[config.mk]
export PLATFORM = sky130hd
export DESIGN_NAME = ibus_ram_arbiter_flat
export DESIGN_NICKNAME = d
export VERILOG_FILES = /design/src/rtl/ibus_ram_arbiter_if.sv /design/src/rtl/ibus_ram_arbiter.sv /design/src/flat_wrapper.sv
export SDC_FILE = /design/constraint.sdc
export NUM_CORES = 1
export LEC_CHECK = 0
export BUFFER_PORTS_ARGS = -buffer_cell sky130_fd_sc_hd__buf_2
export CAP_MARGIN = 30
export CORE_AREA = 2 2 118 120
export DETAILED_ROUTE_END_ITERATION = 6
export DIE_AREA = 0 0 120 122
export PLACE_DENSITY = 0.47
export SLEW_MARGIN = 20
export SYNTH_ARGS = -nofsm -noshare
export SYNTH_HDL_FRONTEND = slang
export SYNTH_SLANG_ARGS = --single-unit
[constraint.sdc]
create_clock -name clk -period 1.85 [get_ports clk]
set_input_delay 0.185 -clock clk [delete_from_list [all_inputs] [get_ports clk]]
set_output_delay 0.185 -clock clk [all_outputs]
set_load 0.1 [all_outputs]
[src/rtl/ibus_ram_arbiter_if.sv]
// Bus bundle between the two IBUS masters, the RAM slave port and the arbiter.
// The slave modport is the arbiter's view; the master modport drives masters and RAM.
interface ibus_ram_arbiter_if;
    localparam int unsigned AW = 28;
    localparam int unsigned DW = 32;
    localparam int unsigned BW = 4;

    logic [AW-1:0] m0_a;
    logic [DW-1:0] m0_di;
    logic [BW-1:0] m0_ba;
    logic          m0_we;
    logic          m0_req;
    logic [DW-1:0] m0_do;
    logic          m0_busy;
    logic          m0_act;

    logic [AW-1:0] m1_a;
    logic [DW-1:0] m1_di;
    logic [BW-1:0] m1_ba;
    logic          m1_we;
    logic          m1_req;
    logic [DW-1:0] m1_do;
    logic          m1_busy;
    logic          m1_act;

    logic [AW-1:0] s_a;
    logic [DW-1:0] s_di;
    logic [BW-1:0] s_ba;
    logic          s_we;
    logic          s_req;
    logic [DW-1:0] s_do;
    logic          s_busy;

    modport slave (
        input  m0_a, m0_di, m0_ba, m0_we, m0_req,
        input  m1_a, m1_di, m1_ba, m1_we, m1_req,
        output m0_do, m0_busy, m0_act,
        output m1_do, m1_busy, m1_act,
        output s_a, s_di, s_ba, s_we, s_req,
        input  s_do, s_busy
    );

    modport master (
        output m0_a, m0_di, m0_ba, m0_we, m0_req,
        output m1_a, m1_di, m1_ba, m1_we, m1_req,
        input  m0_do, m0_busy, m0_act,
        input  m1_do, m1_busy, m1_act,
        input  s_a, s_di, s_ba, s_we, s_req,
        output s_do, s_busy
    );
endinterface

[src/rtl/ibus_ram_arbiter.sv]
// Two-master (CPU, DMAC) arbiter for the CPU RAM port, parking on the last owner.
// RAMARB_RR_EN selects round-robin instead of DMAC-first priority with a CPU starvation limit.
module ibus_ram_arbiter #(
    parameter logic [3:0]  SEL_NIB  = 4'hF,
    parameter int unsigned MAX_WAIT = 4
) (
    input  logic                clk,
    input  logic                rst_n,
    input  logic                ce_r,
    ibus_ram_arbiter_if.slave   bus,
    output logic [1:0]          grant
);
    typedef enum logic {
        OWN_M0 = 1'b0,
        OWN_M1 = 1'b1
    } own_t;

    own_t       own_q;
    own_t       own_d;
    own_t       own_oth;
    logic [1:0] grant_q;
    logic       hit0;
    logic       hit1;
    logic       sel0;
    logic       sel1;
    logic       sel_own;
    logic       sel_oth;
    logic       done;

    // Address decode; ACT ignores REQ and ownership
    assign hit0 = (bus.m0_a[27:24] == SEL_NIB);
    assign hit1 = (bus.m1_a[27:24] == SEL_NIB);
    assign sel0 = bus.m0_req & hit0;
    assign sel1 = bus.m1_req & hit1;
    assign bus.m0_act = hit0;
    assign bus.m1_act = hit1;

    assign own_oth = (own_q == OWN_M0) ? OWN_M1 : OWN_M0;
    assign sel_own = (own_q == OWN_M0) ? sel0 : sel1;
    assign sel_oth = (own_q == OWN_M0) ? sel1 : sel0;
    assign done    = ~sel_own | ~bus.s_busy;

    // Slave port follows the owner; a non-owner never reaches the RAM write strobe
    assign bus.s_a   = (own_q == OWN_M0) ? bus.m0_a  : bus.m1_a;
    assign bus.s_di  = (own_q == OWN_M0) ? bus.m0_di : bus.m1_di;
    assign bus.s_ba  = (own_q == OWN_M0) ? bus.m0_ba : bus.m1_ba;
    assign bus.s_req = sel_own;
    assign bus.s_we  = ((own_q == OWN_M0) ? bus.m0_we : bus.m1_we) & sel_own;

    assign bus.m0_do = bus.s_do;
    assign bus.m1_do = bus.s_do;

    // Owner stalls on RAM busy; non-owner stalls until the handoff
    assign bus.m0_busy = (own_q == OWN_M0) ? (bus.s_busy & sel0) : sel0;
    assign bus.m1_busy = (own_q == OWN_M1) ? (bus.s_busy & sel1) : sel1;

    assign grant = grant_q;

`ifdef RAMARB_RR_EN
    always_comb begin
        own_d = own_q;
        if (done && sel_oth) begin
            own_d = own_oth;
        end
    end

    always_ff @(posedge clk or negedge rst_n) begin
        if (!rst_n) begin
            own_q   <= OWN_M0;
            grant_q <= 2'b01;
        end else if (ce_r) begin
            own_q   <= own_d;
            grant_q <= (own_d == OWN_M1) ? 2'b10 : 2'b01;
        end
    end
`else
    logic [3:0] wcnt_q;
    logic [3:0] wcnt_d;

    // DMAC wins contention unless the CPU has waited MAX_WAIT cycles; a forced
    // CPU grant clears WCNT, so the CPU keeps the port for exactly one access
    always_comb begin
        own_d  = own_q;
        wcnt_d = 4'd0;
        if (done && sel_oth) begin
            if (!sel_own) begin
                own_d = own_oth;
            end else if (own_q == OWN_M0) begin
                own_d = OWN_M1;
            end else if (wcnt_q >= 4'(MAX_WAIT)) begin
                own_d = OWN_M0;
            end
        end
        if ((own_q == OWN_M1) && sel0) begin
            wcnt_d = (wcnt_q == 4'hF) ? wcnt_q : wcnt_q + 4'd1;
        end
    end

    always_ff @(posedge clk or negedge rst_n) begin
        if (!rst_n) begin
            own_q   <= OWN_M0;
            wcnt_q  <= 4'd0;
            grant_q <= 2'b01;
        end else if (ce_r) begin
            own_q   <= own_d;
            wcnt_q  <= wcnt_d;
            grant_q <= (own_d == OWN_M1) ? 2'b10 : 2'b01;
        end
    end
`endif
endmodule

[src/flat_wrapper.sv]
// flat-port wrapper written by rule: the top's interface ports become plain ports
module ibus_ram_arbiter_flat 
#(
    parameter logic [3:0]  SEL_NIB  = 4'hF,
    parameter int unsigned MAX_WAIT = 4
)
  (clk, rst_n, ce_r, grant, bus_m0_a, bus_m0_di, bus_m0_ba, bus_m0_we, bus_m0_req, bus_m1_a, bus_m1_di, bus_m1_ba, bus_m1_we, bus_m1_req, bus_m0_do, bus_m0_busy, bus_m0_act, bus_m1_do, bus_m1_busy, bus_m1_act, bus_s_a, bus_s_di, bus_s_ba, bus_s_we, bus_s_req, bus_s_do, bus_s_busy);
  ibus_ram_arbiter_if bus_i ();
  input  logic clk;
  input  logic rst_n;
  input  logic ce_r;
  output logic [1:0] grant;
  input wire logic [$bits(bus_i.m0_a)-1:0] bus_m0_a;
  input wire logic [$bits(bus_i.m0_di)-1:0] bus_m0_di;
  input wire logic [$bits(bus_i.m0_ba)-1:0] bus_m0_ba;
  input wire logic [$bits(bus_i.m0_we)-1:0] bus_m0_we;
  input wire logic [$bits(bus_i.m0_req)-1:0] bus_m0_req;
  input wire logic [$bits(bus_i.m1_a)-1:0] bus_m1_a;
  input wire logic [$bits(bus_i.m1_di)-1:0] bus_m1_di;
  input wire logic [$bits(bus_i.m1_ba)-1:0] bus_m1_ba;
  input wire logic [$bits(bus_i.m1_we)-1:0] bus_m1_we;
  input wire logic [$bits(bus_i.m1_req)-1:0] bus_m1_req;
  output wire logic [$bits(bus_i.m0_do)-1:0] bus_m0_do;
  output wire logic [$bits(bus_i.m0_busy)-1:0] bus_m0_busy;
  output wire logic [$bits(bus_i.m0_act)-1:0] bus_m0_act;
  output wire logic [$bits(bus_i.m1_do)-1:0] bus_m1_do;
  output wire logic [$bits(bus_i.m1_busy)-1:0] bus_m1_busy;
  output wire logic [$bits(bus_i.m1_act)-1:0] bus_m1_act;
  output wire logic [$bits(bus_i.s_a)-1:0] bus_s_a;
  output wire logic [$bits(bus_i.s_di)-1:0] bus_s_di;
  output wire logic [$bits(bus_i.s_ba)-1:0] bus_s_ba;
  output wire logic [$bits(bus_i.s_we)-1:0] bus_s_we;
  output wire logic [$bits(bus_i.s_req)-1:0] bus_s_req;
  input wire logic [$bits(bus_i.s_do)-1:0] bus_s_do;
  input wire logic [$bits(bus_i.s_busy)-1:0] bus_s_busy;
  assign bus_i.m0_a = bus_m0_a;
  assign bus_i.m0_di = bus_m0_di;
  assign bus_i.m0_ba = bus_m0_ba;
  assign bus_i.m0_we = bus_m0_we;
  assign bus_i.m0_req = bus_m0_req;
  assign bus_i.m1_a = bus_m1_a;
  assign bus_i.m1_di = bus_m1_di;
  assign bus_i.m1_ba = bus_m1_ba;
  assign bus_i.m1_we = bus_m1_we;
  assign bus_i.m1_req = bus_m1_req;
  assign bus_m0_do = bus_i.m0_do;
  assign bus_m0_busy = bus_i.m0_busy;
  assign bus_m0_act = bus_i.m0_act;
  assign bus_m1_do = bus_i.m1_do;
  assign bus_m1_busy = bus_i.m1_busy;
  assign bus_m1_act = bus_i.m1_act;
  assign bus_s_a = bus_i.s_a;
  assign bus_s_di = bus_i.s_di;
  assign bus_s_ba = bus_i.s_ba;
  assign bus_s_we = bus_i.s_we;
  assign bus_s_req = bus_i.s_req;
  assign bus_i.s_do = bus_s_do;
  assign bus_i.s_busy = bus_s_busy;
  ibus_ram_arbiter #(.SEL_NIB(SEL_NIB), .MAX_WAIT(MAX_WAIT)) u_core (.clk(clk), .rst_n(rst_n), .ce_r(ce_r), .bus(bus_i), .grant(grant));
endmodule
# Word-level counts from Yosys, hierarchy flattened
# Cells that the tools add are included.
# op_classes
eq_ne	4
add_sub_neg	1
mux	16
order_cmp	1
reduce_logical	3
bitwise_logic	8
# op_table
cell	count
32-bit 2-to-1 mux	1
28-bit 2-to-1 mux	1
4-bit == test, second input constant	3
4-bit 2-to-1 mux	3
1-bit 2-to-1 mux	10
1-bit AND	5
4-bit by 1-bit adder with 4-bit output, second input constant	1
4-bit by 3-bit greater-or-equal comparator with 1-bit output, second input constant	1
1-bit logical AND	2
2-bit 2-to-1 mux	1
2-bit != test, second input constant	1
1-bit inverter	2
2-bit AND reduction	1
1-bit bitwise OR	1
# word_totals
out_inout_bits	136
register_bits	7

# Logic depth before layout (Yosys ltp)
# Gate-level depths: netlist of the first run.
# depth
word_depth	8
ltp_mapped	5

# Worst setup path after synthesis of the first run
# OpenSTA, ideal clock, no wires.
# synth_timing
path_type	input-to-output
startpoint	input bus_m0_a[27]
endpoint	output bus_s_req
stages	4
t_arrival_ns	2.966
slack_ns	-1.301
path_buffers	0
path_cell_list	nand4_2 > inv_2 > nand2_1 > o21ai_0
# synth_via
elab_chain_len	3
# synth_lines
element	line	text
start: declaration	flat_wrapper.sv:13	input wire logic [$bits(bus_i.m0_a)-1:0] bus_m0_a;
4-bit == test	ibus_ram_arbiter.sv:31	assign hit0 = (bus.m0_a[27:24] == SEL_NIB);
named net bus_m0_act	flat_wrapper.sv:25	output wire logic [$bits(bus_i.m0_act)-1:0] bus_m0_act;
1-bit AND	ibus_ram_arbiter.sv:33	assign sel0 = bus.m0_req & hit0;
1-bit 2-to-1 mux	ibus_ram_arbiter.sv:39	assign sel_own = (own_q == OWN_M0) ? sel0 : sel1;
end: declaration	flat_wrapper.sv:33	output wire logic [$bits(bus_i.s_req)-1:0] bus_s_req;
# The timed path passes the listed nets, and every way through them passes these cells.

==> run summary, run 1 <==
The placeable core region is 13,500 um^2. The worst endpoint data arrival time came out at 1.56 ns. The multi-input combinational cell area came out at 971 um^2. The number of I/O port buffers is 207. The average wire per cell in the routed design came out at 14.0 um. The fraction of post-synthesis cell area in the top cell type by area is 43.6%. The post-route worst hold slack came out at 0.294 ns. The cell type contributing the most total cell area after synthesis is sky130_fd_sc_hd__mux2_2. TritonCTS built the clock tree. The effective utilization at floorplan is 12.2%. The count of antenna diodes in the layout is 0. The clock-pin slew on the worst setup and hold paths came out at 0.04 ns. Ranked by total cell area, the synthesized netlist is headed by sky130_fd_sc_hd__mux2_2 (44%), sky130_fd_sc_hd__buf_4 (30%), sky130_fd_sc_hd__dfrtp_1 (7.6%). The final hold violation count came to 0.

The worst-case hold path end point is u_core.wcnt_q[2]. The total clock buffers created by CTS came out at 3. The areal power density over the cells is 1200 nW/um^2. The antenna violation net count after detailed routing is 0.

Measured in cells, the most critical reg-to-reg path has a length of 5. Synthesis instantiated 25 different standard cells from the library. Traced cell by cell, the critical path runs through buf_12, mux2_2, buf_2. Setup repair after global routing left no endpoint under its margin. The number of vias per cell after detailed routing came out at 3.63. The clock tree root buffer cell is sky130_fd_sc_hd__clkbuf_16. The first-pass detailed-route iteration total came out at 2.

Of all nets on the critical path, the largest fanout is 34. Among all stages on the critical path, the largest delay is contributed by sky130_fd_sc_hd__dfrtp_2. Data on the critical path is required at its endpoint by 1.66 ns. The proportion of synthesized flip-flops having asynchronous set or reset came out at 100%. The count of buffers added by post-CTS timing repair for setup came out at 0. After technology mapping, the gate count stands at 188. The number of pins exceeding their max-slew limit in the final report came out at 0. The global-route met2 utilization came out at 16.7%. The met3 demand-to-capacity share in global routing is 2.01%. The most common cell after layout, fill and taps aside is sky130_fd_sc_hd__buf_2. The first routing iteration left 9 violations. The design draws 3.69 mW. Counting instances, the worst hold path has a depth of 2. For this run, the leading register cell type out of synthesis is sky130_fd_sc_hd__dfrtp_1. The width of the die came out at 120 um. The worst hold path startpoint is ce_r. The post-route netlist has 87.2% of its cells at a drive strength greater than 1. The DRC violation count after routing came out at 0. The post-synthesis net count is 357. The worst setup path is captured at a primary output. The number of maximum-capacitance constraint violations came out at 0. The initial antenna violation count is 0. The clock net in this run drives a total of 6 sinks.

The largest net degree at the start of global routing came out at 41. The final-layout fill cell count came out at 1,483. The standard-cell row count came out at 43. For this run, the slowest stage of the critical path takes 0.43 ns.

The wire length of the first global-routing pass came out at 10,100 um. The transition at the pin with the smallest max-transition slack came out at 0.527 ns. The number of buffers and inverters on the critical path is 2.

The area added between synthesis and finish came out at 86.6%. Wires add up to 7110 um. The detailed-placement wirelength estimate is 6390 um. The period utilization is 94.4%. The later pin in the worst-skew pair is clocked with a latency of 0.23 ns. In this run the critical register-to-register path is captured at u_core.wcnt_q[2]. The overall routing resource usage is 9.00%. The path class of the lowest-slack min-delay path is in -> reg. The post-layout minimum cycle time came out at 1.75 ns.

Routability-driven placement finished with a final weighted congestion of 0.787. In this run the most used layer during global routing was met2. The post-place setup slack came out at 0.229 ns. The static power due to leakage is 1.48 nW. The total stage count of the critical path came out at 3. The instance area at placement came out at 3000 um^2. In this design, the largest share of critical-path delay is due to buffers and inverters. The sequential area share after synthesis came out at 9.16%. The global routing met1 resource utilization is 10.2%. The mean post-synth cell area came out at 8.79 um^2. The number of global-route vias before repair came out at 1,917. The flow ran to the end, and the final reports show no timing, DRC or antenna violations.

The number of enable flip-flop cells after synthesis came out at 0. The netlist area before placement is 1650 um^2. The clock tree buffer depth is 2. The number of synthesis warnings came out at 0. The number of H-tree branching levels came out at 1. The worst setup path is launched from a register. The highest achievable clock rate came out at 0.573 GHz. The maximum resistive drop on vdd is 0.000459 V.

The summed area of non-filler cells in the final layout is 3080 um^2. The floorplan die area came out at 14,600 um^2. The setup path with the least slack is of type reg -> out.

304 I/O pins were placed. Once placement completed, the tool counted placed cells totaling 503. The worst-case headroom to the max-slew limit is 65.1%.

The top cell types in the final layout, fill and taps aside, are sky130_fd_sc_hd__buf_2 (170), sky130_fd_sc_hd__mux2_2 (64), sky130_fd_sc_hd__buf_12 (39). The height of the die is 122 um. After synthesis the netlist holds a flip-flop and latch count of 6. Clock skew on the completed layout was measured at 0.00180 ns. The worst setup slack after layout came out at 0.104 ns. Global routing finished with a remaining overflow of 0. The sequential standard cell area came out at 153 um^2. In the final design database the tool counted 498 nets. The minimum setup slack among reg-to-reg paths is 0.37 ns. The count of cells in the finished layout, fillers not included, comes to 508.

The number of vias after detailed routing came out at 1,842. The number of endpoints failing setup at the final stage came out at 0.
==> metrics by stage <==
| stage | utilization, % | setup TNS (ns) |
|---|---|---|
| finish | 22.8 | 0 |
| floorplan | - | -0.0868 |
| global route | 22.8 | 0 |
| global placement | 22.2 | 0 |
| detailed placement | 22.2 | 0 |
| CTS | 22.8 | 0 |
==> worst register-to-register path, stage by stage (launching register included) <==
cell and delay [ns]:
sky130_fd_sc_hd__dfrtp_2 0.40, sky130_fd_sc_hd__buf_12 0.20, sky130_fd_sc_hd__inv_1 0.10, sky130_fd_sc_hd__nor3_1 0.37, sky130_fd_sc_hd__o21ai_0 0.17, sky130_fd_sc_hd__a21oi_1 0.17
==> Yosys cell counts (3+ instances only) <==
cell                       n
sky130_fd_sc_hd__nor2_1    3
sky130_fd_sc_hd__a31oi_1   3
sky130_fd_sc_hd__mux2_2   64
sky130_fd_sc_hd__o21ai_0   7
sky130_fd_sc_hd__buf_4    66
sky130_fd_sc_hd__inv_1     3
sky130_fd_sc_hd__a21oi_1   4
sky130_fd_sc_hd__nor2b_1   3
sky130_fd_sc_hd__dfrtp_1   5
sky130_fd_sc_hd__buf_2     7
sky130_fd_sc_hd__nand3_1   5
sky130_fd_sc_hd__nand2_1   5
==> final cells by class <==
| cell class | instances | share of cell area (%) |
|---|---|---|
| Sequential cell | 6 | 4.95 |
| Clock buffer | 4 | 2.56 |
| Multi-Input combinational cell | 104 | 31.5 |
| Tap cell | 180 | 7.30 |
| Inverter | 4 | 0.487 |
| Timing Repair Buffer | 210 | 53.2 |
==> repair_timing <==
item                                   CTS  global route
resized for setup                        0             0
endpoints found under the hold margin    6             0
hold buffers                             1             0
==> how the worst max path moves through the flow <==
stage / start / end
floorplan: bus_m0_a[27] / bus_s_req
global placement: bus_m1_a[27] / bus_m1_busy
detailed placement: bus_m1_a[27] / bus_m1_busy
CTS: register / bus_s_di[1]
global route: register / bus_s_di[1]
finish: register / bus_s_di[15]
==> cell families (layout without fill, tap and decap cells) <==
logic type,count (synthesis),after routing,synth area share [%]
AO/OA/AOI/OAI,17,17,6.06
adder cells (fa/ha/maj),1,1,0.757
buffers and inverters,78,218,33.2
flip-flops,6,6,9.16
multiplexers,64,64,43.6
AND/OR/NAND/NOR,22,22,7.19
==> where the power goes <==
part           internal [mW]  switching, mW
clock                  0.287         0.0834
sequential             0.149         0.0165
combinational          0.961           2.19
total                   1.40           2.29
==> routing by layer <==
layer	share of wire [%]	wire length [um]	vias to the layer above
met5	0	0	-
met4	1.8	130	0
met3	9.8	700	19
met2	52	3700	143
met1	36	2580	807
li1	-	-	873
Note: power is estimated with default switching activity, not from simulation.
==> run 2: changes to the inputs <==
--- a/config.mk
+++ b/config.mk
@@ -5,11 +5,13 @@
 export SDC_FILE = /design/constraint.sdc
 export NUM_CORES = 1
 export LEC_CHECK = 0
+export ABC_CLOCK_PERIOD_IN_PS = 1850
 export BUFFER_PORTS_ARGS = -buffer_cell sky130_fd_sc_hd__buf_2
 export CAP_MARGIN = 30
 export CORE_AREA = 2 2 118 120
 export DETAILED_ROUTE_END_ITERATION = 6
 export DIE_AREA = 0 0 120 122
+export GPL_TIMING_DRIVEN = 0
 export PLACE_DENSITY = 0.47
 export SLEW_MARGIN = 20
 export SYNTH_ARGS = -nofsm -noshare
==> run summary, run 2 (same netlist as run 1, synthesis figures left out) <==
The static power due to leakage is 1.93 nW. The worst-case headroom to the max-slew limit came out at 66.4%. The floorplan has 43 rows. The final hold violation count was 0. The CTS tree is built. The clock net in this run drives a total of 6 sinks. The count of buffers added by post-CTS timing repair for setup came out at 0. The sequential standard cell area came out at 151 um^2. The worst register-to-register path ends at u_core.wcnt_q[3]. The post-layout minimum cycle time came out at 1.79 ns. The setup skew after layout is 0.00348 ns. During I/O placement, the number of pins put on the boundary was 304. Among all stages on the critical path, the largest delay is contributed by sky130_fd_sc_hd__dfrtp_1. The number of pins exceeding their max-slew limit in the final report is 0. Leaving out fill and tap cells, the most frequent cell in the layout is sky130_fd_sc_hd__buf_2. For the pin with the worst max-slew slack, the measured transition is 0.508 ns. The count of antenna diodes in the layout is 0. Following the worst setup path forward leads to its endpoint at bus_s_a[14]. After legalization and detailed placement, the total HPWL measured 7120 um. For this block, the initial DRC count from the detailed router was 25. The data required time at the worst endpoint came out at 1.66 ns. The clock-pin slew on the worst setup and hold paths is 0.04 ns. The later pin in the worst-skew pair is clocked with a latency of 0.23 ns.

The post-detailed-routing wire length came out at 7980 um. The path class of the tightest hold or removal check is in -> async. The critical path is of the reg -> out type.

The floorplan die area came out at 14,600 um^2. The number of H-tree branching levels is 1. The height of the die came out at 122 um.

The highest achievable clock rate is 0.559 GHz. The overall routing resource usage is 9.25%. The filler cells instantiated in the layout total 1,469. The number of endpoints failing setup at the final stage is 0.

The critical path goes through buf_6, buf_4, mux2_2, buf_2. The number of maximum-capacitance constraint violations is 0. The worst endpoint data arrival time is 1.60 ns. Power spread over the standard cell area amounts to 1170 nW/um^2. The run finished with clean final reports. STA classifies the critical path startpoint as a register. The number of global-route vias before repair came out at 2,113. The ratio of cells with drive above 1 in the final layout came out at 90.5%. After detailed routing, the average wire length per cell comes to 12.4 um. The placeable core region came out at 13,500 um^2. STA classifies the critical path endpoint as a primary output. Before antenna repair, the detailed router went through 4 iterations.

The area added between synthesis and finish came out at 113%. The final route contains 2,355 vias. In the routed design, unresolved DRC markers number 0.

The final critical path takes up 96.7% of the cycle. The peak fanout along the critical path came out at 10. The minimum setup slack among reg-to-reg paths is 0.42 ns. The congestion estimate from routability-driven global placement came to 0.747.

In the final design database the tool counted 634 nets. The initial antenna violation count came out at 0. The number of I/O port buffers came out at 271. Counting along the longest clock path gives a buffer depth of 2.

The multi-input combinational cell area is 971 um^2. Entering global routing, the biggest net connects 11 pins. The total clock buffers created by CTS came out at 3.

The maximum resistive drop on vdd is 0.000434 V. In the layout the commonest cells are sky130_fd_sc_hd__buf_2 (207), sky130_fd_sc_hd__buf_4 (118), sky130_fd_sc_hd__mux2_2 (64). The power consumption came out at 4.12 mW.

The number of cells traversed by the worst register-to-register path came out at 5. The wire length of the first global-routing pass is 10,500 um. The post-route worst hold slack came out at 0.317 ns. The number of vias per cell after detailed routing is 3.66. Once the floorplan was initialized, standard cells occupied 12.2% of the core. On the worst path, the slowest cell contributes a delay of 0.35 ns. For this run the aggregate overflow at the end of global routing stands at 0. The tree is rooted in a sky130_fd_sc_hd__clkbuf_16.

The die is 120 um wide. The antenna violation net count after detailed routing came out at 0.
## run 2: cell count changes in the layout (fill, tap and decap cells not counted), sizes merged
cell and delta:
buf +118, clkbuf +18
## run 2: layer usage
| metal | part of all wire (%) | global-route usage [%] |
|---|---|---|
| met3 | 11 | 2.20 |
| met2 | 52 | 17.5 |
| met4 | 0.76 | 1.99 |
| met5 | 0 | 0 |
| met1 | 36 | 10.5 |
## run 2: worst max-delay path, delay by kind of cell (launching register included)
family | cells | cell delay, ns
buffers and inverters | 3 | 0.67
flip-flops | 1 | 0.35
multiplexers | 1 | 0.34
## run 2: how the worst min path moves through the flow
stage	endpoint	cells past startpoint	slack, ns	start
6_report	u_core.wcnt_q[3]	2	0.32	rst_n
5_1_grt	u_core.wcnt_q[3]	2	0.34	rst_n
4_1_cts	u_core.wcnt_q[3]	2	0.33	rst_n
3_5_place_dp	u_core.wcnt_q[2]	1	0.02	rst_n
3_3_place_gp	u_core.wcnt_q[2]	1	0.02	rst_n
2_1_floorplan	asynchronous set/reset pin	0	-0.11	rst_n
## run 2: layout make-up
| cell class | instances | area share (%) |
|---|---|---|
| buffer | 74 | 15.9 |
| clock buffer | 4 | 2.23 |
| inverter | 4 | 0.426 |
| multi-input combinational | 104 | 27.5 |
| sequential | 6 | 4.29 |
| tap | 180 | 6.39 |
| timing repair buffer | 272 | 43.3 |
## run 2: where the power goes
| part | switching, mW | internal, mW | leakage, nW |
|---|---|---|---|
| combinational | 2.73 | 0.862 | 1.82 |
| clock | 0.0817 | 0.287 | 0.0382 |
| sequential | 0.0124 | 0.148 | 0.0783 |
## run 2: metrics by stage
step	setup WS, ns	area (um^2)	util (%)	TNS [ns]	std cells
after floorplan	-0.0490	1670	-	-0.0868	188
after global placement	0.0247	3250	24.1	0	639
after detailed placement	0.0173	3250	24.1	0	639
after CTS	-0.0626	3400	25.2	-1.02	644
after global routing	-0.0117	3530	26.1	-0.0791	644
final	0.0615	3530	26.1	0	644
## run 2: what timing repair did
item                                   in CTS  in global routing
hold buffers                                1                  0
endpoints found under the hold margin       6                  0
setup endpoints to repair                  67                 61
resized for setup                          24                 80
==> run 3: changes to the inputs <==
--- a/config.mk
+++ b/config.mk
@@ -13,6 +13,7 @@
 export DIE_AREA = 0 0 120 122
 export GPL_TIMING_DRIVEN = 0
 export PLACE_DENSITY = 0.47
+export RECOVER_POWER = 50
 export SLEW_MARGIN = 20
 export SYNTH_ARGS = -nofsm -noshare
 export SYNTH_HDL_FRONTEND = slang
==> constraint.sdc (replaced) <==
create_clock -name clk -period 1.85 [get_ports clk]
set_input_delay 0.185 -clock clk [delete_from_list [all_inputs] [get_ports clk]]
set_output_delay 0.185 -clock clk [all_outputs]
set_load 0.01 [all_outputs]
==> run summary, run 3 (same netlist as run 1, synthesis figures left out) <==
The worst register-to-register path ends at u_core.wcnt_q[0]. The number of vias per cell after detailed routing came out at 3.61. The proportion of power drawn by combinational gates is 71.0%. The DRC violation count after routing is 0.

The most common cell after layout, fill and taps aside is sky130_fd_sc_hd__buf_2. The data required time at the worst endpoint came out at 1.66 ns. 0 antenna diodes ended up in the layout.

The tree built by TritonCTS fans out to 6 sinks. The HPWL after detailed placement is 6630 um. The clock-pin slew on the worst setup and hold paths is 0.03 ns.

The run finished with clean final reports. The floorplan die area came out at 14,600 um^2. The latest clock arrival within the worst-skew pair is 0.23 ns. The cell sitting at the root of the clock tree is a sky130_fd_sc_hd__clkbuf_16.

The routed design could run at a clock period as short as 1.74 ns. The worst-case headroom to the max-slew limit is 71.6%. The standard-cell row count is 43.

The effective utilization at floorplan is 12.2%. The number of clock buffers added by TritonCTS is 3. For this design the static power due to leakage is 1.69 nW. The area growth from synthesis to layout is 96.6%. The switching power is 656 uW.

In this run the number of H-tree levels came out at 1. Net switching is 36.6% of the power. The setup skew after layout is 0.00382 ns.

The first global-routing pass estimated 10,100 um of wire. The path class of the lowest-slack min-delay path is in -> reg. The global placement routability congestion came out at 0.739. The critical path capture point type is a primary output. The number of pins exceeding their max-slew limit in the final report was 0.

The transition at the pin with the smallest max-transition slack is 0.422 ns. The number of global-route vias before repair is 2,174. The period utilization is 94.0%. The number of cells traversed by the worst register-to-register path is 5. The number of vias after detailed routing came out at 2,325. The final hold violation count is 0. The placeable core region is 13,500 um^2. The path type of the worst setup path is reg -> out. Setup repair after global routing left no endpoint under its margin. The critical path ends at bus_s_di[17]. The summed negative setup slack over all endpoints came out at 0 ns. The antenna violation net count after detailed routing is 0. The share of total power dissipated in sequential elements is 8.9%. The peak fanout along the critical path came out at 10. In this run the power density over the cells is 551 nW/um^2.

The internal power of the cells totals 1.14 mW. VDD sags by at most 0.000195 V. The top cell types in the final layout, fill and taps aside, are sky130_fd_sc_hd__buf_2 (210), sky130_fd_sc_hd__buf_4 (67), sky130_fd_sc_hd__clkbuf_1 (67). Fill cells in the final layout number 1,519. In this run the horizontal extent of the chip is 120 um. The clock tree buffer depth came out at 2. Entering global routing, the biggest net connects 11 pins. The net total in the final layout is 634.

The initial antenna violation count came out at 0. The number of maximum-capacitance constraint violations is 0. The highest achievable clock rate came out at 0.575 GHz. The overall routing resource usage came out at 8.55%. The type of origin of the critical path is a register. The number of non-filler instances in the completed layout came out at 644. The post-route netlist has 75.4% of its cells at a drive strength greater than 1. The global route total overflow is 0. The height of the die came out at 122 um.

TritonCTS built the clock tree. The clock network accounts for 20.1% of the total power. Pin placement for this block handled 304 I/O pins.

The average wire per cell in the routed design is 11.4 um. The number of I/O port buffers came out at 271. The first TritonRoute pass finished after 4 iterations. The number of endpoints failing setup at the final stage is 0. The worst endpoint data arrival time came out at 1.55 ns. The count of buffers added by post-CTS timing repair for setup is 0.

The number of cells in the design after placement is 639. The post-detailed-routing wire length is 7360 um. The starting DRC count in detailed routing came out at 64.

The worst register-to-register path has a setup slack of 0.43 ns.
[run 3: cell types whose count changed in the layout (fill, tap and decap cells not counted), moves of 2 or more]
| cell | delta |
|---|---|
| sky130_fd_sc_hd__buf_2 | +3 |
| sky130_fd_sc_hd__buf_6 | -2 |
| sky130_fd_sc_hd__buf_4 | -51 |
| sky130_fd_sc_hd__o21ai_2 | -2 |
| sky130_fd_sc_hd__o21ai_0 | +2 |
| sky130_fd_sc_hd__clkbuf_1 | +65 |
| sky130_fd_sc_hd__clkbuf_4 | -15 |
[run 3: final cells by class]
cell class                      instances  area, um^2  area share, %
Buffer                                 74         542           16.7
Multi-Input combinational cell        104         952           29.3
Timing Repair Buffer                  272        1280           39.5
Inverter                                4        15.0          0.462
Tap cell                              180         225           6.93
Clock buffer                            4        78.8           2.43
Sequential cell                         6         151           4.66
[run 3: worst min-delay path by stage]
stage / to / start / depth (start not counted) / slack (ns)
CTS: u_core.wcnt_q[0] / rst_n / 2 / 0.32
detailed placement: u_core.wcnt_q[0] / rst_n / 1 / 0.02
global route: u_core.grant[0] / ce_r / 3 / 0.34
global placement: u_core.wcnt_q[0] / rst_n / 1 / 0.02
floorplan: asynchronous set/reset pin / rst_n / 0 / -0.11
finish: u_core.grant[0] / ce_r / 3 / 0.33
[run 3: power groups by stage]
stage	Combinational (mW)	Sequential, mW	Clock, mW
2_1_floorplan	0.792	0.160	0
3_3_place_gp	1.29	0.162	0
3_5_place_dp	1.30	0.161	0
4_1_cts	1.31	0.160	0.364
5_1_grt	1.38	0.163	0.372
6_report	1.27	0.160	0.360
[run 3: metal layers]
metal / track usage (%) / vias up / part of all wire (%)
li1: - / 1142 / -
met1: 8.89 / 1015 / 33
met2: 17.9 / 166 / 57
met3: 1.03 / 2 / 9.8
met4: 1.99 / 0 / 0.46
met5: 0 / - / 0
[run 3: what timing repair did]
item,CTS,global route
hold endpoints to repair,6,0
gates resized for setup,1,2
cloned,0,0
hold buffers,1,0
setup endpoints to repair,1,12
[run 3: through the flow]
step | utilization (%) | setup WS, ns | hold WS, ns | area (um^2) | power, mW
after global placement | 24.0 | 0.237 | 0.0171 | 3230 | 1.45
after floorplan | - | 0.624 | -0.111 | 1650 | 0.952
after CTS | 24.6 | 0.0241 | 0.317 | 3330 | 1.83
after global routing | 24.1 | 0.00456 | 0.340 | 3250 | 1.92
final | 24.1 | 0.110 | 0.328 | 3250 | 1.79
after detailed placement | 24.0 | 0.240 | 0.0214 | 3230 | 1.46
[run 3: critical path, stage by stage, from the launching register on]
cell,delay (ns)
sky130_fd_sc_hd__dfrtp_1,0.34
sky130_fd_sc_hd__buf_4,0.20
sky130_fd_sc_hd__buf_2,0.27
sky130_fd_sc_hd__mux2_2,0.37
sky130_fd_sc_hd__buf_2,0.14
